[config.mk]
export PLATFORM = sky130hd
export DESIGN_NAME = stream_demux_12
export DESIGN_NICKNAME = d
export VERILOG_FILES = /design/src/rtl/stream_demux_12.sv
export SDC_FILE = /design/constraint.sdc
export NUM_CORES = 1
export LEC_CHECK = 0
export CAP_MARGIN = 20
export CELL_PAD_IN_SITES_DETAIL_PLACEMENT = 1
export CELL_PAD_IN_SITES_GLOBAL_PLACEMENT = 1
export CORE_ASPECT_RATIO = 0.6
export CORE_MARGIN = 2
export CORE_UTILIZATION = 46
export DETAILED_ROUTE_END_ITERATION = 8
export HOLD_SLACK_MARGIN = 0.03
export PLACE_DENSITY = 0.84
export SYNTH_ARGS = -nofsm -noshare
export SYNTH_HDL_FRONTEND = slang
export SYNTH_SLANG_ARGS = --single-unit
[constraint.sdc]
create_clock -name clk -period 5.9 [get_ports clk]
set_input_delay 1.18 -clock clk [delete_from_list [all_inputs] [get_ports clk]]
set_output_delay 1.18 -clock clk [all_outputs]
set_load 0.05 [all_outputs]
[src/rtl/stream_demux_12.sv]
// stream_demux_12
//   Receive-side decoder for the 48-bit tagged memory stream coming off the
//   inter-board link. Header words carry the event BX; data words are routed
//   to one of 12 destination memories through a shared data bus, a one-hot
//   write enable and a {bx, per-port count} write address. At every header
//   the previous event is closed and its word count reported.
//
// Ports
//   clk          system clock, rising edge
//   reset_n      asynchronous active-low reset
//   stream_in    [47:44] tag, [43:0] payload
//   dat_out      payload of the current write (held when no write)
//   we_out       one-hot write enable, bit k = port k
//   wr_addr      {bx_cur, port_count} (held when no write)
//   bx_cur       BX of the event being received
//   evt_done     1-cycle pulse: previous event closed
//   evt_bx       BX of the closed event
//   evt_nwords   words accepted in the closed event
//   err_no_hdr   pulse: data/reserved word dropped before the first header
//   err_tag      pulse: reserved tag dropped
//   err_ovf      pulse: data word dropped, port page full
//   err_bx_seq   pulse: header BX is not previous BX + 1 (mod 8)
//
// All outputs are registered: they reflect the word sampled on the
// previous rising edge.
module stream_demux_12 #(
  parameter int ADDR_W = 6
) (
  input  logic              clk,
  input  logic              reset_n,
  input  logic [47:0]       stream_in,
  output logic [43:0]       dat_out,
  output logic [11:0]       we_out,
  output logic [ADDR_W+2:0] wr_addr,
  output logic [2:0]        bx_cur,
  output logic              evt_done,
  output logic [2:0]        evt_bx,
  output logic [ADDR_W+3:0] evt_nwords,
  output logic              err_no_hdr,
  output logic              err_tag,
  output logic              err_ovf,
  output logic              err_bx_seq
);

  localparam int NP = 12;
  localparam logic [ADDR_W-1:0] CNT_MAX = '1;

  typedef enum logic {WAIT_HDR, ACTIVE} state_t;

  state_t                       r_state;
  logic [NP-1:0][ADDR_W-1:0]    r_cnt;
  logic [ADDR_W+3:0]            r_total;

  logic [3:0]                   w_tag;
  logic [43:0]                  w_pay;
  logic [2:0]                   w_hdr_bx;
  logic                         w_hdr;
  logic                         w_rsvd;
  logic                         w_port_vld;
  logic [3:0]                   w_port;
  logic [ADDR_W-1:0]            w_cnt;

  assign w_tag    = stream_in[47:44];
  assign w_pay    = stream_in[43:0];
  assign w_hdr_bx = stream_in[43:41];
  assign w_hdr    = (w_tag == 4'hF);
  assign w_rsvd   = (w_tag == 4'hA) || (w_tag == 4'hE);

  // Tag to port map; 4'hA is skipped so ports 9..11 sit on B..D.
  always_comb begin
    w_port_vld = 1'b1;
    w_port     = 4'd0;
    case (w_tag)
      4'h1, 4'h2, 4'h3, 4'h4,
      4'h5, 4'h6, 4'h7, 4'h8: w_port = w_tag - 4'd1;
      4'h9:                   w_port = 4'd8;
      4'hB:                   w_port = 4'd9;
      4'hC:                   w_port = 4'd10;
      4'hD:                   w_port = 4'd11;
      default:                w_port_vld = 1'b0;
    endcase
  end

  always_comb begin
    w_cnt = '0;
    for (int k = 0; k < NP; k++)
      if (w_port == 4'(k)) w_cnt = r_cnt[k];
  end

  always_ff @(posedge clk or negedge reset_n) begin
    if (!reset_n) begin
      r_state    <= WAIT_HDR;
      r_cnt      <= '0;
      r_total    <= '0;
      dat_out    <= '0;
      we_out     <= '0;
      wr_addr    <= '0;
      bx_cur     <= '0;
      evt_done   <= 1'b0;
      evt_bx     <= '0;
      evt_nwords <= '0;
      err_no_hdr <= 1'b0;
      err_tag    <= 1'b0;
      err_ovf    <= 1'b0;
      err_bx_seq <= 1'b0;
    end else begin
      // pulses and write enable default low; dat_out/wr_addr hold
      we_out     <= '0;
      evt_done   <= 1'b0;
      err_no_hdr <= 1'b0;
      err_tag    <= 1'b0;
      err_ovf    <= 1'b0;
      err_bx_seq <= 1'b0;
      case (r_state)
        WAIT_HDR: begin
          if (w_hdr) begin
            bx_cur  <= w_hdr_bx;
            r_cnt   <= '0;
            r_total <= '0;
            r_state <= ACTIVE;
          end else if (w_port_vld || w_rsvd) begin
            err_no_hdr <= 1'b1;
          end
        end
        ACTIVE: begin
          if (w_hdr) begin
            evt_done   <= 1'b1;
            evt_bx     <= bx_cur;
            evt_nwords <= r_total;
            err_bx_seq <= (w_hdr_bx != 3'(bx_cur + 3'd1));
            bx_cur     <= w_hdr_bx;
            r_cnt      <= '0;
            r_total    <= '0;
          end else if (w_port_vld) begin
            // count == CNT_MAX means the page is full; top address unused
            if (w_cnt == CNT_MAX) begin
              err_ovf <= 1'b1;
            end else begin
              we_out          <= NP'(1) << w_port;
              dat_out         <= w_pay;
              wr_addr         <= {bx_cur, w_cnt};
              r_cnt[w_port]   <= w_cnt + 1'b1;
              r_total         <= r_total + 1'b1;
            end
          end else if (w_rsvd) begin
            err_tag <= 1'b1;
          end
        end
        default: r_state <= WAIT_HDR;
      endcase
    end
  end

endmodule

After elaboration in Yosys (flattened, before gate mapping)
Index checks and enable logic that the tools add are counted.
{"block": "totals", "register_bits": 169, "out_inout_bits": 86}
{"block": "op_classes", "n_addsub": 4, "order_cmp": 2, "eq_ne": 31, "shifts": 1, "mux": 48, "bitwise": 3, "reduce_logical": 9}
{"op": "$mux W72", "n": 4}
{"op": "$pmux W72 S2", "n": 1}
{"op": "$mux W6", "n": 13}
{"op": "$bwmux W72", "n": 1}
{"op": "$eq A4 B4 Y1 const B", "n": 12}
{"op": "$mux W12", "n": 4}
{"op": "$mux W10", "n": 4}
{"op": "$eq A4 B3 Y1 const B", "n": 8}
{"op": "$demux W6 S4", "n": 1}
{"op": "$pmux W10 S2", "n": 1}
{"op": "$pmux W4 S5", "n": 1}
{"op": "$mux W1", "n": 17}
{"op": "$eq A4 B2 Y1 const B", "n": 4}
{"op": "$reduce_or A12 Y1", "n": 1}
{"op": "$shl A1 B4 Y12 const A", "n": 1}
{"op": "$add A10 B1 Y10 const B", "n": 1}
{"op": "$eq A4 B1 Y1 const B", "n": 2}
{"op": "$reduce_or A8 Y1", "n": 1}
{"op": "$add A6 B1 Y6 const B", "n": 1}
{"op": "$eq A6 B6 Y1 const B", "n": 1}
{"op": "$lt A4 B5 Y1 const B", "n": 1}
{"op": "$ge A4 B1 Y1 const B", "n": 1}
{"op": "$logic_not A4 Y1", "n": 1}
{"op": "$reduce_and A4 Y1", "n": 1}
{"op": "other kinds (12)", "n": 15}

Logic depth before layout (Yosys ltp)
{"block": "depth", "ltp_word": 22, "depth_mapped": 21}

Least setup slack after synthesis
OpenSTA, ideal clock, no wires.
{"block": "synth_path", "path_kind": "input-to-reg", "startpoint": "input stream_in[44]", "endpoint": "register dat_out[0]", "setup_ps": 125, "arrival_ps": 5154, "t_required_ps": 5775, "setup_slack_ps": 622, "cell_stages": 20, "n_path_buf": 6, "cell_sequence": "inv_1 > ha_1 > buf_6 > a2111o_1 > and2_4 > buf_6 > nor2_4 > buf_2 > nand2_1 > a31oi_1 > o22ai_1 > o32ai_2 > clkbuf_1 > ha_1 > inv_1 > o32a_1 > o21ai_2 > buf_2 > buf_4 > mux2_2"}
{"block": "synth_between", "elab_chain_cells": 19}
{"element": "start: declaration", "line_no": "31", "rtl": "input logic [47:0] stream_in,"}
{"element": "$eq A4 B1 Y1 (tied with other cells)", "line_no": "73", "rtl": "case (w_tag)"}
{"element": "$reduce_or A8 Y1", "line_no": "73"}
{"element": "$pmux W4 S5 (*)", "line_no": "73"}
{"element": "$logic_not A4 Y1", "line_no": "87", "rtl": "if (w_port == 4'(k)) w_cnt = r_cnt[k];"}
{"element": "$mux W6 (11 in a row)", "line_no": "87"}
{"element": "$mux W6 (*)", "line_no": "87"}
{"element": "named net w_cnt[0]", "line_no": "61", "rtl": "logic [ADDR_W-1:0] w_cnt;"}
{"element": "$eq A6 B6 Y1 (*)", "line_no": "136", "rtl": "if (w_cnt == CNT_MAX) begin"}
{"element": "$not A1 Y1 (no source line) (*)"}
{"element": "$reduce_and A4 Y1 (no source line) (*)"}
{"element": "end signal: assignment", "line_no": "140", "rtl": "dat_out <= w_pay;"}
{"element": "end: declaration", "line_no": "32", "rtl": "output logic [43:0] dat_out,"}
Mark *: on every way through the listed nets, which the timed path passes. The rest lies on a longest branch.
A chain may end at the register's enable or synchronous reset.

Final worst setup path
{"block": "layout_path", "startpoint": "input stream_in[45]", "endpoint": "register r_cnt[49] in the netlist's numbering"}
{"block": "layout_between", "elab_chain_cells": 22}
{"element": "$eq A4 B1 Y1 (tied with other cells)", "line_no": "73"}
{"element": "$reduce_or A8 Y1", "line_no": "73"}
{"element": "$pmux W4 S5 (*)", "line_no": "73"}
{"element": "$logic_not A4 Y1", "line_no": "87"}
{"element": "$mux W6 (11 in a row)", "line_no": "87"}
{"element": "$mux W6 (*)", "line_no": "87"}
{"element": "named net w_cnt[1]", "line_no": "61"}
{"element": "$add A6 B1 Y6", "line_no": "142", "rtl": "r_cnt[w_port] <= w_cnt + 1'b1;"}
{"element": "$bwmux W72", "line_no": "142"}
{"element": "$mux W72", "line_no": "136"}
{"element": "$mux W72", "line_no": "134", "rtl": "end else if (w_port_vld) begin"}
{"element": "$mux W72", "line_no": "126", "rtl": "if (w_hdr) begin"}
{"element": "$pmux W72 S2", "line_no": "114", "rtl": "case (r_state)"}
{"element": "end signal: indexed assignment", "line_no": "142"}
{"element": "end: declaration", "line_no": "51", "rtl": "logic [NP-1:0][ADDR_W-1:0] r_cnt;"}
Mark *: on every way through the listed nets, which the timed path passes. The rest lies on a longest branch. The select of a mux whose other input is x is not followed.

==> impl_metrics.env <==
export IMPL_outcome="complete, no violations"
export IMPL_crit_path_end_kind="flip-flop"
export IMPL_cts_sinks=169
export IMPL_die_w_um=176
export IMPL_synth_edff_count=0
export IMPL_avgSynthCellArea_um2=11.3
export IMPL_leakagePower_nw=4.94
export IMPL_dr_total_vias=6688
export IMPL_clk_pin_slew_ns=0.07
export IMPL_grt_pass1_wl_um=43100
export IMPL_core_area_um2=17200
export IMPL_cp_num_buf_inv=6
export IMPL_fin_crit_ns=5.69
export IMPL_path_cells="clkdlybuf4s50_1, inv_1, ha_1, or3_1, o2111ai_2, nand2_1, buf_4, nor2_1, a32o_1, o41ai_1, a22oi_1, ha_1, buf_4, o21ai_0, o32a_1, o21ai_4, buf_12, or3_1, buf_4, mux2i_1"
export IMPL_setup_tns_ns=0
export IMPL_cts_tree="yes"
export IMPL_cts_htree_levels=4
export IMPL_hold_start="dat_out[18]"
export IMPL_numCtsBuffers=17
export IMPL_worst_hold_path_type="reg2reg"
export IMPL_final_cell_mix="dfrtp_1, clkdlybuf4s50_1, nand2_1"
export IMPL_crit_top_cell="buf_4"
export IMPL_finalClockSkew_ns=0.00915
export IMPL_ys_seq_area_frac=0.520
export IMPL_diodes=0
export IMPL_pre_cts_slack_ns=-0.210
export IMPL_grt_antenna_before_repair=0
export IMPL_drive_gt1_frac=0.197
export IMPL_num_io_pins=136
export IMPL_rsz0062_at_grt="no"
export IMPL_synth_top_family_by_area="multiplexers"
export IMPL_powerDensity_nw_per_um2=420
export IMPL_drc_errors=0
export IMPL_r2r_cells=13
export IMPL_r2r_start="r_cnt[1]"
export IMPL_start_util=0.472
export IMPL_clockBufferDepth=2
export IMPL_routed_via_density=5.93
export IMPL_syn_nets=781
export IMPL_grt_util_all_layers=0.307
export IMPL_synth_area_top_cells="dfrtp_1, mux2_2, mux2i_1"
export IMPL_cp_required_ns=6.23
export IMPL_gr_total_overflow=0
export IMPL_syn_to_final_growth_pct=29.8
export IMPL_grt_max_degree=74
export IMPL_r2r_slack_ns=2.59
export IMPL_post_synth_fa_ha_maj_area_fraction=0.0123
export IMPL_fin_crit_sh=0.964
export IMPL_finish_utilization=0.613
export IMPL_drv_slew=0
export IMPL_worstHoldPathCells=1
export IMPL_drtIter0Drc=620
export IMPL_ir_worst_vdd_v=0.000236
export IMPL_cpLargestDelayFamily="buffers and inverters"
export IMPL_num_rows=37
export IMPL_grt_pass1_vias=7112
export IMPL_nets=939
export IMPL_p_total_w=0.00444
export IMPL_synth_simple_area_share=0.125
export IMPL_wl_per_cell_um=24.7
export IMPL_synth_largest_area_cell="dfrtp_1"
export IMPL_ant_nets=0
export IMPL_cts_root_buf="clkbuf_16"
export IMPL_path_max_fanout=26
export IMPL_gp_congestion=0.887
export IMPL_drv_cap=0
export IMPL_setup_viol=0
export IMPL_first_pass_iters=5
export IMPL_crit_path_top_delay_cell="clkdlybuf4s50_1"
export IMPL_relSlewSlack=0.447
export IMPL_cp_start_kind="input pin"
export IMPL_hpwl_um=19500
export IMPL_syn_area_um2=8130
export IMPL_layout_commonest_cell="dfrtp_1"
export IMPL_ctsHoldBuffers=0
export IMPL_worstMarginPinSlew_ns=0.829
export IMPL_clock_fmax_mhz=176
export IMPL_hold_end="dat_out[18]"
export IMPL_synth_cell_types=80
export IMPL_ys_flop_type="dfrtp_1"
export IMPL_synth_async_sr_flop_share=1.00
export IMPL_synth_compound_area_share=0.119
export IMPL_synthXorXnorAreaFrac=0.00861
export IMPL_dp_cells=1096
export IMPL_synthMuxAreaShare=0.169
export IMPL_syn_inst=723
export IMPL_io_buffers=135
export IMPL_fin_ws_ns=0.210
export IMPL_die_y_um=107
export IMPL_die_area_um2=18800
export IMPL_rr_endpoint="r_cnt[49]"
export IMPL_arrival_ns=6.02
export IMPL_layout_cells_non_filler=1127
export IMPL_worstSkewPairLatency_ns=0.43
export IMPL_synth_seq_cells=169
export IMPL_slowest_delay_ns=0.54
export IMPL_ys_warn_count=0
export IMPL_finalHoldViolations=0
export IMPL_routed_wl_um=27900
export IMPL_worstSetupPathType="in2reg"
export IMPL_netlist_area_leader_share=0.520
[worst max path at each step]
| stage | startpoint | end | slack [ns] | cells past startpoint |
|---|---|---|---|---|
| 4_1_cts | stream_in[45] | r_cnt[49] | 0.26 | 19 |
| 5_1_grt | stream_in[45] | r_cnt[49] | 0.02 | 20 |
| 3_5_place_dp | stream_in[45] | r_cnt[49] | -0.21 | 19 |
| 3_3_place_gp | stream_in[45] | r_cnt[49] | 0.07 | 19 |
| 6_report | stream_in[45] | r_cnt[49] | 0.21 | 20 |
| 2_1_floorplan | stream_in[44] | dat_out[0] | 0.62 | 20 |
[power breakdown]
group / total, W / leakage, nW / switching [W] / internal, W
logic: 0.00164 / 2.44 / 0.00105 / 0.000596
clock network: 0.00118 / 0.292 / 0.000476 / 0.000701
registers: 0.00162 / 2.20 / 0.000197 / 0.00142
[per-stage QoR]
stage          cell area (um2)  hold slack [ns]
4_1_cts                  10600            0.507
2_1_floorplan             8130            0.451
3_5_place_dp              9960            0.483
6_report                 10600            0.507
3_3_place_gp              9960            0.462
5_1_grt                  10600            0.517
[synthesized netlist by cell type (2+ instances only)]
library cell,count
inv_1,24
or2_2,2
buf_6,3
o2111ai_1,4
xor2_1,4
o22ai_1,9
mux2_2,65
nand2_2,2
or3_1,14
nor4_1,2
or4_1,2
a211oi_1,10
a31oi_1,8
xnor2_1,4
a21oi_1,25
o31ai_1,4
nand3b_1,3
mux2i_1,63
a22o_1,2
dfrtp_1,169
o21ai_0,16
buf_2,16
o2bb2ai_1,2
o211ai_1,3
or4b_1,2
nor2_1,20
a221oi_1,2
and3_1,3
o211ai_2,3
o41ai_1,2
nand2_1,107
nand3_1,17
nor3_1,9
o21a_1,6
buf_4,15
a22oi_1,2
nor2b_1,4
a32o_1,3
clkbuf_1,15
ha_1,8
o21ai_2,3
nand4_1,4
nand2b_1,5
[kinds of logic after synthesis]
| kind of cell | count (synthesis) |
|---|---|
| simple gates | 209 |
| mux | 129 |
| buf+inv | 73 |
| fa+ha+maj | 8 |
| compound gates | 127 |
| xor+xnor | 8 |
| flops | 169 |
[registers in the layout (all words and copies together), names as in the netlist, 3 cells and up]
name,count
bx_cur,3
evt_nwords,10
dat_out,44
wr_addr,9
r_total,10
r_cnt,72
evt_bx,3
we_out,12
[layer usage]
| layer | global-route usage | vias to the layer above | part of all wire |
|---|---|---|---|
| met1 | 0.434 | 3466 | 0.46 |
| met5 | 0 | - | 0 |
| li1 | - | 2897 | - |
| met3 | 0.0748 | 52 | 0.072 |
| met2 | 0.473 | 273 | 0.45 |
| met4 | 0.0874 | 0 | 0.021 |
[what timing repair did]
item,4_1_cts,5_1_grt
setup endpoints to repair,0,1
gates resized for setup,0,1
endpoints found under the hold margin,0,0
setup buffers,0,0
[layout make-up]
type | instances | area [um2]
Clock buffer | 25 | 485
Clock inverter | 6 | 113
Fill cell | 1789 | 6660
Inverter | 24 | 90.1
Multi-Input combinational cell | 481 | 3550
Sequential cell | 169 | 4230
Tap cell | 234 | 293
Timing Repair Buffer | 188 | 1800
(Power assumes the default switching activity.)
